`src/rtl/shifter_pkg.sv`:
```
// shifter_pkg: mode codes and FSM state encoding shared by the shifter files
package shifter_pkg;
    localparam logic [2:0] MODE_CLEAR = 3'b000;
    localparam logic [2:0] MODE_LOAD  = 3'b001;
    localparam logic [2:0] MODE_SRL   = 3'b010;
    localparam logic [2:0] MODE_SLL   = 3'b011;
    localparam logic [2:0] MODE_SRA   = 3'b100;
    localparam logic [2:0] MODE_SERIN = 3'b101;
    localparam logic [2:0] MODE_ROR   = 3'b110;
    localparam logic [2:0] MODE_ROL   = 3'b111;

    typedef enum logic [1:0] {
        IDLE  = 2'd0,
        SHIFT = 2'd1,
        DONE  = 2'd2
    } state_t;
endpackage

```
`src/rtl/shift_step.sv`:
```
// shift_step: one single-bit shift/rotate of the register for the given mode
module shift_step
    import shifter_pkg::*;
#(
    parameter int WIDTH = 8
) (
    input  logic [WIDTH-1:0] r,
    input  logic [2:0]       mode,
    input  logic             serial_in,
    output logic [WIDTH-1:0] next_r
);
    // CLEAR/LOAD never reach here as steps; they fall through to hold
    always_comb begin
        next_r = r;
        case (mode)
            MODE_SRL:   next_r = {1'b0, r[WIDTH-1:1]};
            MODE_SLL:   next_r = {r[WIDTH-2:0], 1'b0};
            MODE_SRA:   next_r = {r[WIDTH-1], r[WIDTH-1:1]};
            MODE_SERIN: next_r = {serial_in, r[WIDTH-1:1]};
            MODE_ROR:   next_r = {r[0], r[WIDTH-1:1]};
            MODE_ROL:   next_r = {r[WIDTH-2:0], r[WIDTH-1]};
            default:    next_r = r;
        endcase
    end
endmodule

```
`src/rtl/seq_shifter.sv`:
```
// seq_shifter: multi-step shift/rotate register with valid/ready command accept
module seq_shifter
    import shifter_pkg::*;
#(
    parameter int WIDTH = 8,
    parameter int AMT_W = 4
) (
    input  logic             clk,
    input  logic             rst,
    input  logic             in_valid,
    output logic             in_ready,
    input  logic [2:0]       mode,
    input  logic [AMT_W-1:0] amt,
    input  logic [WIDTH-1:0] load_data,
    input  logic             serial_in,
    output logic [WIDTH-1:0] data_out,
    output logic             busy,
    output logic             out_valid
);
    state_t           r_state;
    logic [WIDTH-1:0] r_data;
    logic [AMT_W-1:0] r_cnt;
    logic [2:0]       r_mode;
    logic [WIDTH-1:0] w_next;

    shift_step #(.WIDTH(WIDTH)) u_step (
        .r         (r_data),
        .mode      (r_mode),
        .serial_in (serial_in),
        .next_r    (w_next)
    );

    // FSM: accept in IDLE, one step per edge in SHIFT, single-cycle DONE
    always_ff @(posedge clk) begin
        if (rst) begin
            r_state <= IDLE;
            r_data  <= '0;
            r_cnt   <= '0;
            r_mode  <= MODE_CLEAR;
        end else begin
            case (r_state)
                IDLE: if (in_valid) begin
                    if (mode == MODE_CLEAR) begin
                        r_data  <= '0;
                        r_state <= DONE;
                    end else if (mode == MODE_LOAD) begin
                        r_data  <= load_data;
                        r_state <= DONE;
                    end else if (amt == '0) begin
                        r_state <= DONE;
                    end else begin
                        r_mode  <= mode;
                        r_cnt   <= amt;
                        r_state <= SHIFT;
                    end
                end
                SHIFT: begin
                    r_data  <= w_next;
                    r_cnt   <= r_cnt - 1'b1;
                    r_state <= (r_cnt == 1) ? DONE : SHIFT;
                end
                default: r_state <= IDLE;
            endcase
        end
    end

    assign in_ready  = (r_state == IDLE);
    assign busy      = (r_state != IDLE);
    assign out_valid = (r_state == DONE);
    assign data_out  = r_data;
endmodule

```
`config.mk`:
```
export PLATFORM = sky130hd
export DESIGN_NAME = seq_shifter
export DESIGN_NICKNAME = d
export VERILOG_FILES = /design/src/rtl/shifter_pkg.sv /design/src/rtl/shift_step.sv /design/src/rtl/seq_shifter.sv
export SDC_FILE = /design/constraint.sdc
export NUM_CORES = 1
export LEC_CHECK = 0
export BUFFER_PORTS_ARGS = -buffer_cell sky130_fd_sc_hd__buf_4
export CAP_MARGIN = 20
export CELL_PAD_IN_SITES_DETAIL_PLACEMENT = 0
export CELL_PAD_IN_SITES_GLOBAL_PLACEMENT = 1
export CORE_MARGIN = 4
export CORE_UTILIZATION = 35
export DETAILED_ROUTE_END_ITERATION = 16
export GPL_TIMING_DRIVEN = 0
export PLACE_DENSITY = 0.72
export SYNTH_ARGS = -nofsm -noshare
export SYNTH_HDL_FRONTEND = slang
export SYNTH_HIERARCHICAL = 1
export SYNTH_SLANG_ARGS = --single-unit
export TNS_END_PERCENT = 1
```
`constraint.sdc`:
```
create_clock -name clk -period 1.55 [get_ports clk]
set_clock_uncertainty 0.15 [all_clocks]
set_input_delay 0.31 -clock clk [delete_from_list [all_inputs] [get_ports clk]]
set_output_delay 0.31 -clock clk [all_outputs]
set_load 0.05 [all_outputs]
```
==> flow_metrics.tcl, run 1 <==
set metrics [dict create \
    final_cell_mix "buf_4, dfxtp_1, nand3_1, buf_6, nand2_1" \
    post-dp-hpwl_mm 2.815 \
    routedWlPerCell_um 15.64 \
    synth_area_um2 1338 \
    cts_sinks 17 \
    design_area_um2 1764 \
    io_buffers 29 \
    worst-endpoint-required_ns 1.09 \
    area_delta_synth_final_pct 31.90 \
    synth_cell_types 41 \
    hp-class "input port to flip-flop" \
    power_density_nw_per_um2 875.7 \
    die_h_um 69.82 \
    fin_nets 210 \
    place_area_um2 1623 \
    grt_pass1_wl_mm 6.030 \
    critical_path.max_fanout 6 \
    hold_ws_ns 0.1835 \
    clk_pin_slew_ns 0.07 \
    synth_cells 152 \
    synth_seq_area_share_pct 25.44 \
    yosysTopAreaCellShare_pct 25.44 \
    grt_pass1_vias 1242 \
    io_pins 30 \
    cts_max_level 1 \
    numCtsBuffers 3 \
    yosysWarnings 6 \
    layout-drive-gt1-share_pct 36.17 \
    drt_iter0_drc 79 \
    cts_buffer_depth 2 \
    initial_core_util_pct 36.26 \
    clk_latency_ns 0.25 \
    startpoint_type "flip-flop" \
    wl_mm 3.690 \
    rsz0062_at_grt "yes" \
    multiInputGateArea_um2 885.9 \
    synth_area_per_cell_um2 8.800 \
    drtAntennaViolNets 0 \
    dieWidth_um 69.82 \
    n_fill_cell 394 \
    synth_nets 173 \
    synth.top_cells.by_area "dfxtp_1, mux2i_1, buf_6" \
    cts-root-buf "clkbuf_8" \
    via_count 1310 \
    setup.worst_path.end_class "primary output" \
    gp_congestion 0.8219 \
    fmax_ghz 0.6541 \
    power_leakage_nw 0.6772 \
    post-route-period-util_pct 98.63 \
    drc_errors 0 \
    mostFrequentLayoutCell "buf_4" \
    post-layout-total-power_mw 1.545 \
    yosysTopAreaCell "dfxtp_1" \
    finalHoldViolCount 0 \
    ys_ff_latch 17 \
    tightest_slew_ns 0.5324 \
    die_area_um2 4875 \
    cts_tree "done" \
    antenna_found_initial 0 \
    max-slew-margin-rel_pct 64.24 \
    vias_per_cell 5.551 \
    period_needed_ns 1.529 \
    status "completed" \
    rows 22 \
    placedCellCount 229 \
    first_pass_iters 4 \
    finalSetupViolations 0 \
    grt_max_degree 11 \
    path_class "flip-flop to primary output" \
    final_cell_count_no_fill 236 \
    antennaDiodeCount 0 \
    drv_cap 0 \
    peakVddDrop_mv 0.3761 \
    globalRouteOverflowTotal 0 \
    regArea_um2 345.3 \
    grtUsageTotal_pct 14.66 \
    crit_arrival_ns 1.07 \
    slew_violations 0 \
    core_area_um2 3689 \
]
cell families (layout without fill, tap and decap cells):
| kind of cell | after synthesis | in the layout | synth area share (%) |
|---|---|---|---|
| AND/OR/NAND/NOR | 64 | 64 | 30.40 |
| AO/OA/AOI/OAI | 39 | 39 | 24.23 |
| buffers and inverters | 21 | 57 | 11.32 |
| flip-flops | 17 | 17 | 25.44 |
| multiplexers | 9 | 9 | 6.736 |
| adder cells (fa/ha/maj) | 2 | 2 | 1.871 |
worst max-delay path: stages (launching register included):
cell and delay, ns:
dfxtp_4 0.38, buf_8 0.13, inv_6 0.04, nor2_4 0.11, buf_8 0.15
synthesized netlist by cell type:
library cell,instances
dfxtp_1,17
nand3_1,11
nand2_1,10
mux2i_1,9
a211oi_1,8
buf_6,8
nor2b_1,8
nor3_1,8
a21oi_1,7
a311oi_1,6
inv_1,6
nand2b_1,6
a311oi_2,4
nand4_1,4
nor2_1,4
a31oi_1,3
buf_4,3
a32oi_1,2
and3b_1,2
clkbuf_1,2
ha_1,2
nor4_4,2
o311a_1,2
a41oi_1,1
and2b_1,1
buf_2,1
inv_2,1
nand3b_1,1
nand4b_1,1
nor3b_1,1
nor4b_4,1
o21a_1,1
o21ai_1,1
o21ai_2,1
o311ai_0,1
o311ai_1,1
o31ai_2,1
or2_1,1
or2b_1,1
or2b_4,1
or3_1,1
through the flow:
stage	TNS [ns]	worst slack, ns	utilization (%)
finish	0	0.02122	47.83
global route	-0.04764	-0.03574	47.83
CTS	0	0.0007808	46.30
detailed placement	-1.713	-0.1845	44.00
global placement	-1.323	-0.1396	44.00
floorplan	-0.1644	-0.1644	-
where the power goes:
part	internal [mW]	switching (mW)
combinational	0.285	0.375
sequential	0.486	0.0624
clock	0.182	0.154
total	0.953	0.592
metal layers:
| layer | global-route usage (%) | wire [um] |
|---|---|---|
| met1 | 18.05 | 1566 |
| met3 | 2.754 | 175 |
| met4 | 3.830 | 33 |
| met2 | 25.92 | 1914 |
| met5 | 0 | 0 |
final timing paths:
path | from | to | slack [ns] | cells after the start
max | r_state[1]$_SDFFE_PP0P_ | out_valid | 0.02 | 4
min | rst | r_mode[0]$_SDFFE_PP0P_ | 0.18 | 3
max reg2reg | r_state[0]$_SDFFE_PP0P_ | data_out[4]$_SDFFE_PP0P_ | 0.06 | 6
min reg2reg | r_mode[2]$_SDFFE_PP0P_ | r_mode[2]$_SDFFE_PP0P_ | 0.37 | 2
sequential cells by signal, summed over array words and instances, names as in the netlist:
name,count
data_out,8
r_cnt,4
r_mode,3
r_state,2
final cells by class:
class,count,share of cell area [%]
sequential,17,19.57
buffer,14,8.227
tap,48,3.404
timing repair buffer,32,14.26
inverter,7,1.773
multi-input combinational,114,50.21
clock buffer,4,2.553
what timing repair did:
item,in CTS,in global routing
hold buffers,0,0
gates resized for setup,6,16
pin swaps,1,2
endpoints found under the setup margin,11,11
setup buffers,3,0
No activity file was read; power rests on OpenSTA's default activity.
==> run 2, diff against run 1 <==
Settings changed: ABC_AREA set to 1, CORE_UTILIZATION 35 to 34, PLACE_DENSITY 0.72 to 0.78, SLEW_MARGIN set to 20.
==> run 2 against run 1 <==
Worst setup slack worse by 0.0055 ns; total power decreased by 12%; sequential power about the same; cell count is 12% higher; global-route usage rose by 1.7 points; first-iteration DRC count down 19%; die area is 12% lower; utilization is 1.0 points lower; clock power decreased by 23%.
==> flow_metrics.tcl, run 2 <==
set metrics [dict create \
    worst-endpoint-required_ns 1.09 \
    clkPwrFrac_pct 19.0 \
    drc_errors 0 \
    synth_area_per_cell_um2 6.014 \
    rows 20 \
    synth_seq_area_share_pct 30.43 \
    slowest_delay_ns 0.38 \
    layout-drive-gt1-share_pct 24.09 \
    p_int_uw 788.5 \
    slew_violations 0 \
    p_sw_uw 577.3 \
    die_h_um 65.36 \
    cts_max_level 1 \
    synth.top_cells.by_area "dfxtp_1, nand2_1, nor2_1" \
    antenna_found_initial 0 \
    io_pins 30 \
    hold_ws_ns 0.1179 \
    post-dp-hpwl_mm 2.342 \
    routedWlPerCell_um 12.23 \
    finalHoldViolCount 0 \
    reg2reg_depth 7 \
    core_area_um2 3103 \
    max-slew-margin-rel_pct 71.80 \
    synth_area_um2 1119 \
    hold_depth 3 \
    cts-root-buf "clkbuf_4" \
    globalRouteOverflowTotal 0 \
    final_cell_count_no_fill 264 \
    r2r_start "r_cnt[0]$_SDFFE_PP0P_" \
    swShare_pct 42.27 \
    io_buffers 28 \
    power.share.combinational_pct 41.0 \
    slowest_stage "dfxtp_4" \
    drt_iter0_drc 64 \
    path_cells "nor2_4 > buf_4" \
    synth.top_cells.by_count "nand2_1, nor2_1, nand3_1" \
    grt_pass1_wl_mm 5.409 \
    placedCellCount 258 \
    status "completed" \
    setup.worst_path.end_class "primary output" \
    cts_buffer_depth 2 \
    setup_slack_ns 0.01574 \
    r2r_slack_ns 0.12 \
    grt_max_degree 11 \
    reg2reg_to "r_cnt[2]$_SDFFE_PP0P_" \
    wl_mm 3.230 \
    hp-start "mode[0]" \
    power_density_nw_per_um2 940.2 \
    yosysTopAreaCell "dfxtp_1" \
    antennaDiodeCount 0 \
    grt_pass1_vias 1182 \
    rsz0062_at_grt "yes" \
    clk_pin_slew_ns 0.11 \
    critical_path.max_fanout 6 \
    die_area_um2 4271 \
    fmax_ghz 0.6518 \
    hp-class "input port to flip-flop" \
    vias_per_cell 4.765 \
    cts_sinks 17 \
    pwr-share-seq_pct 40.0 \
    ys_ff_latch 17 \
    tightest_slew_ns 0.4230 \
    synth_nets 207 \
    drv_cap 0 \
    synth_cell_types 24 \
    ys.flop_type "dfxtp_1" \
    area_delta_synth_final_pct 29.87 \
    period_needed_ns 1.534 \
    largest_register_ffs 8 \
    cts_tree "done" \
    final_cell_mix "nand2_1, nor2_1, buf_4, nand3_1, dfxtp_1" \
    worstPathBufferInverterCount 1 \
    drtAntennaViolNets 0 \
    async_flop_share_pct 0 \
    finalSetupViolations 0 \
    startpoint_type "flip-flop" \
    yosysWarnings 6 \
    synth-edff-count 0 \
    peakVddDrop_mv 0.3835 \
    crit_family "flip-flops" \
    crit_arrival_ns 1.07 \
    initial_core_util_pct 36.05 \
    via_count 1258 \
    fin_nets 242 \
    dieWidth_um 65.36 \
    fin_util_pct 46.81 \
    path_class "flip-flop to primary output" \
    place_ws_ns -0.1486 \
    synth_cells 186 \
    grtUsageTotal_pct 16.31 \
    post-route-period-util_pct 98.98 \
    cts_hold_buf 0 \
    gp_congestion 0.7652 \
    clk_latency_ns 0.29 \
    power_leakage_nw 0.7005 \
    yosysMostFrequentCell "nand2_1" \
    numCtsBuffers 3 \
    first_pass_iters 4 \
    mostFrequentLayoutCell "nand2_1" \
    hold_end "r_mode[0]$_SDFFE_PP0P_" \
    yosysTopAreaCellShare_pct 30.43 \
]
==> run 2: tightest hold or removal path: cells and delay by family <==
kind	cells	cell delay (ns)
buf+inv	1	0.11
compound gates	1	0.05
simple gates	1	0.05
==> run 2: how the worst max path moves through the flow <==
stage,from,to,slack (ns),cells past startpoint
global placement,mode[2],data_out[7]$_SDFFE_PP0P_,-0.13,7
global route,r_state[1]$_SDFFE_PP0P_,in_ready,-0.03,2
detailed placement,mode[2],data_out[5]$_SDFFE_PP0P_,-0.15,7
floorplan,r_state[1]$_SDFFE_PP0P_,out_valid,-0.04,2
CTS,r_state[0]$_SDFFE_PP0P_,busy,-0.002,3
finish,r_state[1]$_SDFFE_PP0P_,in_ready,0.02,2
==> run 2: what timing repair did <==
item                       CTS  global route
buffers inserted             0             2
hold endpoints to repair     0             0
resized for setup            5             4
setup endpoints to repair   10             6
pin swaps                    0             1
==> run 2: through the flow <==
stage | power, mW | TNS (ns) | area, um2
3_5_place_dp | 1.095 | -1.131 | 1389
6_report | 1.366 | 0 | 1453
4_1_cts | 1.367 | -0.002393 | 1431
3_3_place_gp | 1.083 | -0.9904 | 1389
5_1_grt | 1.467 | -0.05757 | 1453
2_1_floorplan | 0.9266 | -0.04481 | 1124
==> run 2: area by class of cell <==
cell class	count	area [um2]
plain buffers	3	22.52
clock buffers	4	26.28
fillers	367	1650
inverters	16	65.06
multi-input cells	150	703.2
flip-flops and latches	17	347.8
well taps	44	55.05
repair buffers	30	232.7
==> run 2: power by group through the flow <==
stage / clock, mW / sequential [mW] / combinational (mW)
2_1_floorplan: 0 / 0.626 / 0.300
3_3_place_gp: 0 / 0.555 / 0.529
3_5_place_dp: 0 / 0.556 / 0.539
4_1_cts: 0.275 / 0.546 / 0.546
5_1_grt: 0.295 / 0.558 / 0.614
6_report: 0.259 / 0.547 / 0.559
==> run 2: per-layer routing <==
metal  wire length (um)  vias up  global-route usage (%)
met5                  0        -                       0
li1                   -      665                       -
met3                140        4                   2.051
met2               1461       36                   26.42
met1               1591      553                   22.28
met4                 37        0                   5.440
==> run 2: cells by family (layout without fill, tap and decap cells) <==
logic type,count (synthesis),count (layout),share of synthesized area (%)
flops,17,17,30.43
simple gates,126,126,49.11
buf+inv,19,53,7.830
fa+ha+maj,2,2,2.237
compound gates,22,22,10.40
==> run 3, diff against run 2 <==
Settings changed: SKIP_LAST_GASP set to 1, SYNTH_HIERARCHICAL 1 to not set.
==> run 3 against run 2 <==
Sequential share of layout area fell by 0.25 points; total power up 2.9%; register-to-register slack about the same; sequential power about the same; clock-buffer cell count is 1 lower; final area increased by 0.69%; first-iteration DRC count grew 66%; critical path depth rose by 1; sequential cell count unchanged; synthesized cell count grew 3.2%; critical path type unchanged; critical endpoint is now busy.
==> flow_metrics.tcl, run 3 <==
set metrics [dict create \
    first_pass_iters 4 \
    hp-start "mode[2]" \
    finalHoldViolCount 0 \
    synthSimpleGateAreaFrac_pct 46.90 \
    ys_ff_latch 17 \
    synth_area_per_cell_um2 5.878 \
    post-route-period-util_pct 98.23 \
    synth_xor_xnor_area_share_pct 0 \
    swShare_pct 42.16 \
    power_density_nw_per_um2 961.1 \
    yosysTopAreaCell "dfxtp_1" \
    yosysWarnings 0 \
    drv_cap 0 \
    fmax_ghz 0.6568 \
    hold_depth 3 \
    synth_area_um2 1129 \
    ys.flop_type "dfxtp_1" \
    cts_hold_buf 0 \
    drt_iter0_drc 106 \
    r2r_slack_ns 0.13 \
    drc_errors 0 \
    fin_setup_tns_ns 0 \
    grtUsageTotal_pct 15.46 \
    mostFrequentLayoutCell "nand2_1" \
    final_cell_count_no_fill 271 \
    final_cell_mix "nand2_1, nor2_1, buf_4, inv_1, nand3_1" \
    die_h_um 65.62 \
    layout-drive-gt1-share_pct 24.67 \
    power.share.combinational_pct 42.8 \
    hold_end "r_mode[2]$_SDFFE_PP0P_" \
    synth-edff-count 0 \
    yosysTopAreaCellShare_pct 30.16 \
    p_int_uw 813.1 \
    synth-adder-area-share_pct 2.217 \
    post-layout-total-power_mw 1.406 \
    peakVddDrop_mv 0.3991 \
    grt_max_degree 11 \
    antenna_found_initial 0 \
    design_area_um2 1463 \
    synthMuxAreaShare_pct 0 \
    globalRouteOverflowTotal 0 \
    antennaDiodeCount 0 \
    cts-root-buf "clkbuf_4" \
    dieWidth_um 65.62 \
    path_class "flip-flop to primary output" \
    synth.top_cells.by_area "dfxtp_1, nand2_1, nor2_1" \
    reg2reg_depth 7 \
    cts_buffer_depth 2 \
    cts_tree "done" \
    hp-class "input port to flip-flop" \
    grt_pass1_vias 1115 \
    fin_nets 249 \
    worst-endpoint-required_ns 1.09 \
    placedCellCount 265 \
    p_sw_uw 592.7 \
    slew_violations 0 \
    io_pins 30 \
    synth_cells 192 \
    hold_ws_ns 0.08714 \
    period_needed_ns 1.523 \
    largest_register_ffs 8 \
    setup.worst_path.end_class "primary output" \
    async_flop_share_pct 0 \
    max-slew-margin-rel_pct 79.09 \
    cts_sinks 17 \
    n_fill_cell 354 \
    area_delta_synth_final_pct 29.60 \
    synth_compound_area_share_pct 9.645 \
    die_area_um2 4305 \
    tightest_slew_ns 0.3129 \
    status "completed" \
    via_count 1241 \
    synth_nets 213 \
    place_area_um2 1406 \
    gp_congestion 0.8133 \
    synth.top_cells.by_count "nand2_1, nor2_1, inv_1" \
    post-dp-hpwl_mm 2.296 \
    critical_path.max_fanout 5 \
    rsz0062_at_grt "yes" \
    clk_latency_ns 0.29 \
    routedWlPerCell_um 11.25 \
    numCtsBuffers 3 \
    pwr-share-seq_pct 39.1 \
    clkPwrFrac_pct 18.1 \
    synth_cell_types 22 \
    drtAntennaViolNets 0 \
    cts_max_level 1 \
    io_buffers 29 \
    r2r_start "r_cnt[0]$_SDFFE_PP0P_" \
    crit_arrival_ns 1.06 \
    startpoint_type "flip-flop" \
    clk_pin_slew_ns 0.11 \
    vias_per_cell 4.579 \
    power_leakage_nw 0.7675 \
    core_area_um2 3103 \
    initial_core_util_pct 36.37 \
    yosysMostFrequentCell "nand2_1" \
    rows 20 \
    finalSetupViolations 0 \
    synth_top_family_by_area "simple AND/OR/NAND/NOR gates" \
    reg2reg_to "r_cnt[2]$_SDFFE_PP0P_" \
    wl_mm 3.050 \
    synth_seq_area_share_pct 30.16 \
    grt_pass1_wl_mm 5.175 \
]
-- run 3: cell types whose count changed after synthesis, moves of 3 or more --
cell / previous run / this run
o21ai_1: 2 / 5
nor2_1: 31 / 43
o21ai_0: 12 / 7
nand2_1: 63 / 55
inv_1: 10 / 22
nand3_1: 23 / 16
-- run 3: layout make-up --
type,instances,area (um2),area share (%)
repair buffers,31,240.2,16.42
clock buffers,3,22.52,1.540
flip-flops and latches,17,346.6,23.70
multi-input cells,146,665.6,45.51
plain buffers,4,31.28,2.139
inverters,25,96.34,6.587
well taps,44,55.05,3.764
clock inverters,1,5.005,0.3422
-- run 3: power groups by stage --
stage | combinational, mW | sequential, mW | clock, mW
2_1_floorplan | 0.345 | 0.633 | 0
3_3_place_gp | 0.585 | 0.556 | 0
3_5_place_dp | 0.589 | 0.559 | 0
4_1_cts | 0.607 | 0.548 | 0.262
5_1_grt | 0.678 | 0.557 | 0.286
6_report | 0.602 | 0.550 | 0.254
-- run 3: layer usage --
metal  global-route usage (%)  vias to the layer above  wire length (um)
li1                         -                      665                 -
met1                    22.05                      542              1552
met2                    23.01                       30              1265
met3                    2.906                        4               188
met4                    5.440                        0                44
met5                        0                        -                 0
-- run 3: metrics by stage --
step,utilization (%),setup WS [ns]
2_1_floorplan,-,0.003040
3_3_place_gp,45.32,0.01995
3_5_place_dp,45.32,0.02016
4_1_cts,47.10,0.01360
5_1_grt,47.14,-0.01510
6_report,47.14,0.02750
-- run 3: what timing repair did --
action / in CTS / in global routing
setup endpoints to repair: 3 / 3
setup buffers: 2 / 0
resized for setup: 5 / 1
-- run 3: worst max-delay path by stage --
stage | startpoint | to | slack (ns) | cells past startpoint
after CTS | r_state[0]$_SDFFE_PP0P_ | busy | 0.01 | 3
after global routing | r_state[0]$_SDFFE_PP0P_ | busy | -0.02 | 3
after floorplan | r_state[1]$_SDFFE_PP0P_ | out_valid | 0.003 | 2
after global placement | mode[2] | data_out[0]$_SDFFE_PP0P_ | 0.02 | 8
final | r_state[0]$_SDFFE_PP0P_ | busy | 0.03 | 3
after detailed placement | mode[2] | data_out[0]$_SDFFE_PP0P_ | 0.02 | 8
-- run 3: cells by family after synthesis --
logic type | Yosys count
flops | 17
fa+ha+maj | 2
compound gates | 20
buf+inv | 29
simple gates | 124
-- run 3: worst max-delay path: stages, from the launching register on --
cell and delay, ns:
dfxtp_4 0.39, inv_2 0.05, nand2_2 0.11, buf_4 0.21
